File: src/rtl/bcd_scan_display_pkg.sv
// bcd_scan_display_pkg: segment patterns and default sizing for the scanned BCD display
package bcd_scan_display_pkg;
  localparam int N_DIG_DEF = 4;
  localparam int DIV_DEF = 1000;
  localparam logic [6:0] SEG_OFF = 7'h00;
  localparam logic [6:0] SEG_DASH = 7'h40;
  localparam logic [9:0][6:0] SEG_DIGITS = {
    7'h6F, 7'h7F, 7'h07, 7'h7D, 7'h6D, 7'h66, 7'h4F, 7'h5B, 7'h06, 7'h3F
  };
endpackage

File: src/rtl/bcd_scan_display_seg7_decode.sv
// seg7_decode: BCD code to {g,f,e,d,c,b,a}; non-decimal codes render as a dash
module seg7_decode
  import bcd_scan_display_pkg::*;
(
  input  logic [3:0] code,
  output logic [6:0] seg
);
  assign seg = code > 4'd9 ? SEG_DASH : SEG_DIGITS[code];
endmodule

File: src/rtl/bcd_scan_display.sv
// bcd_scan_display: snapshots packed BCD digits and scans them onto a shared 7-segment bus
module bcd_scan_display
  import bcd_scan_display_pkg::*;
#(
  parameter int N_DIG = N_DIG_DEF,
  parameter int DIV = DIV_DEF
) (
  input  logic               CP,
  input  logic               CLR,
  input  logic [4*N_DIG-1:0] DIN,
  input  logic               LATCH,
  input  logic               BLANK_EN,
  output logic [6:0]         SEG,
  output logic [N_DIG-1:0]   SEL,
  output logic               BAD
);
  localparam int IW = $clog2(N_DIG);
  logic [4*N_DIG-1:0] snap;
  logic [15:0] pcnt;
  logic [IW-1:0] idx;
  logic [N_DIG-1:0] live;
  logic [3:0] cur;
  logic [6:0] dec;
  logic tick, blank, din_bad, acc;
  assign tick = pcnt == 16'(DIV - 1);
  assign cur = snap[4*idx +: 4];
  assign blank = BLANK_EN && idx != '0 && !live[idx];
  // live[k]: some digit at or above k is non-zero, so digit k must stay lit
  always_comb begin
    acc = 1'b0;
    live = '0;
    din_bad = 1'b0;
    for (int k = N_DIG - 1; k >= 0; k--) begin
      acc = acc | (|snap[4*k +: 4]);
      live[k] = acc;
      din_bad = din_bad | (DIN[4*k +: 4] > 4'd9);
    end
  end
  seg7_decode u_dec (
    .code(cur),
    .seg (dec)
  );
  always_ff @(posedge CP or posedge CLR) begin
    if (CLR) begin
      snap <= '0;
      BAD  <= 1'b0;
      pcnt <= '0;
      idx  <= '0;
      SEG  <= SEG_OFF;
      SEL  <= '1;
    end else begin
      if (LATCH) begin
        snap <= DIN;
        BAD  <= din_bad;
      end
      pcnt <= tick ? '0 : pcnt + 16'd1;
      if (tick) idx <= idx == IW'(N_DIG - 1) ? '0 : idx + 1'b1;
      SEL <= ~(N_DIG'(1) << idx);
      SEG <= blank ? SEG_OFF : dec;
    end
  end
endmodule
File: config.mk
export PLATFORM = sky130hd
export DESIGN_NAME = bcd_scan_display
export DESIGN_NICKNAME = d
export VERILOG_FILES = /design/src/rtl/bcd_scan_display_pkg.sv /design/src/rtl/bcd_scan_display_seg7_decode.sv /design/src/rtl/bcd_scan_display.sv
export SDC_FILE = /design/constraint.sdc
export NUM_CORES = 1
export LEC_CHECK = 0
export ABC_CLOCK_PERIOD_IN_PS = 2600
export BUFFER_PORTS_ARGS = -buffer_cell sky130_fd_sc_hd__buf_2
export CAP_MARGIN = 10
export CORE_AREA = 10 10 94 75
export CTS_CLUSTER_DIAMETER = 150
export DETAILED_ROUTE_END_ITERATION = 7
export DIE_AREA = 0 0 104 85
export PLACE_DENSITY = 0.71
export SLEW_MARGIN = 5
export SYNTH_ARGS = -nofsm -noshare
export SYNTH_HDL_FRONTEND = slang
export SYNTH_SLANG_ARGS = --single-unit
File: constraint.sdc
create_clock -name CP -period 2.6 [get_ports CP]
set_input_delay 0.52 -clock CP [delete_from_list [all_inputs] [get_ports CP]]
set_output_delay 0.52 -clock CP [all_outputs]
set_load 0.05 [all_outputs]
==> flow_summary.ini <==
[status]
status = completed

[yosys]
yosys-top-cells-count = dfrtp_1, mux2_2, nor2_1
yosysTopAreaCellShare_pct = 47.14
synth_seq_area_share_pct = 51.85
postSynthAreaPerCell_sq_um = 11.67
synth_area_leaders = dfrtp_1, mux2_2, ha_1, dfstp_2, xor2_1
synthArstFlopShare_pct = 100.0
syn_inst = 191
syn_nets = 221
ys_ff_latch = 46
yosysTopAreaCell = dfrtp_1
yosysWarnings = 0
synthFlopType = dfrtp_1
synth_cell_type_count = 38
synth-edff-count = 0
netlist_area_sq_mm = 0.002230
yosysMostFrequentCell = dfrtp_1

[cts]
root_buffer = clkbuf_8
cts_tree = done
post_cts_buffers = 0
cts_resized = 0
cts_buffer_depth = 2
cts_buffers = 5
clock-sinks = 46
clk_latency_ns = 0.29
hold_buffers = 0
cts_max_level = 2
clk_pin_slew_worst_paths_ns = 0.08

[placed_design]
place_hpwl_um = 3228
globalplace.congestion = 0.8173
io_buffer_count = 31
dp.cells = 293
postPlaceCellArea_sq_mm = 0.002455
post-place-ws_ns = 0.4892

[timing]
finalWorstSetupSlack_ns = 0.4930
timing.slew.headroom_pct = 42.20
rsz0062_at_grt = no
fin_hold_ws_ns = 0.2866
fin_skew_ns = 0.008811
fin_setup_tns_ns = 0
min_period_ns = 2.107
setup_viol = 0
fin_crit_sh_pct = 81.04
slew_viol_final = 0
tightest_slew_ns = 0.8617
fmaxAchievable_mhz = 474.6
finalHoldViolCount = 0

[worst_setup_path]
cp-start-kind = flip-flop
worstPathRequired_ns = 2.76
cp_slowest_stage_delay_ns = 0.67
critPathTopFamily = multiplexers
critPathSlowestCell = mux4_1
crit_buf_inv = 0
path_max_fanout = 7
cp_data_arrival_time_ns = 2.27
crit_type = flip-flop to flip-flop
path_cells = mux4_1, ha_1, nor2_1, nor2b_1, o21ai_0, a21oi_1
end_kind = flip-flop
rrSetupSlack_ns = 0.49

[power]
power.total_mw = 1.569
peakVddDrop_mv = 0.2254
power_density_mw_per_mm2 = 610.2
power.leakage_nw = 1.154

[cells_and_area]
fill_cells = 502
syn2layout_area_growth_pct = 15.32
post-route-cell-area_sq_mm = 0.002571
instances_no_fill = 301
nNetsFinal = 255
final_util_pct = 49.09
n_antenna_cell = 0
drive_gt1_share_pct = 28.32

[routing]
wl_per_cell_um = 14.10
highest_layer = met4
drc = 0
drtPass1Iterations = 4
drt_wl_total_um = 4244
vias = 1473
vias_per_cell = 4.894
wl_met1_um = 2164
ant_nets = 0
met3_length_um = 289
drt_iter0_markers = 90
wl_met2_um = 1730

[global_routing]
antenna_found_initial = 0
first_global_vias = 1541
grt_max_degree = 25
grt_overflow = 0
grt_pass1_wl_um = 7548
grt_usage_pct = 10.27

[floorplan]
core-area_sq_mm = 0.005238
die_x_um = 104
initial_core_util_pct = 42.57
ios = 32
std_cell_rows = 23
die_area_sq_mm = 0.008840
die_y_um = 85

[worst_hold_path]
hold_class = input pin to async pin

[job]
maxCapViolCount = 0
-- where the power goes --
group	switching [mW]	internal (mW)
Sequential	0.0275	0.760
Combinational	0.155	0.0837
Clock	0.229	0.313
Total	0.412	1.16
-- layout make-up --
| class | instances | area (sq um) | share of cell area, % |
|---|---|---|---|
| well taps | 75 | 93.84 | 3.650 |
| multi-input cells | 127 | 989.7 | 38.49 |
| clock buffers | 7 | 86.33 | 3.358 |
| inverters | 12 | 45.04 | 1.752 |
| flip-flops and latches | 46 | 1156 | 44.96 |
| repair buffers | 33 | 170.2 | 6.618 |
| clock inverters | 1 | 30.03 | 1.168 |
-- registers in the layout, summed over array words and instances (netlist names) --
signal,cells
snap,16
idx,2
SEG,7
pcnt,16
SEL,4
BAD,1
-- logic make-up after synthesis --
kind of cell / after synthesis / synth area share [%]
DFF: 46 / 51.85
muxes: 24 / 13.75
and+or+nand+nor: 60 / 14.48
buffers and inverters: 18 / 3.759
adders and majority gates: 10 / 5.612
AOI/OAI and AO/OA: 19 / 5.051
xor gates and xnor gates: 14 / 5.500
-- cells in the final DEF, fill, tap and decap left out, drive strengths merged, types with 2 or more instances in the layout --
cell type   n
clkbuf      7
ha         10
xnor2       5
xor2        9
mux2i       4
mux2       17
inv        11
and3        3
mux4        3
a21oi       5
or3         2
nand3       8
o21ai       9
dfrtp      42
nand4       3
nor4        5
nor2b       2
nor2       15
nand2      11
nor3        4
buf        33
dfstp       4
-- metal layers --
layer / track usage, % / up-vias
met5: 0 / -
met4: 4.540 / 0
met3: 3.248 / 5
met2: 14.14 / 44
met1: 14.32 / 693
li1: - / 731
-- final timing paths --
| kind | from | end | depth (start not counted) |
|---|---|---|---|
| max | idx[0] | SEG[5] | 6 |
| min | CLR | pcnt[14] | 2 |
| max reg2reg | idx[0] | SEG[5] | 6 |
| min reg2reg | pcnt[0] | pcnt[0] | 1 |
| max in group asynchronous | CLR | SEL[3] | 3 |
| min in group CP | DIN[4] | snap[4] | 2 |
(Power assumes the default switching activity.)
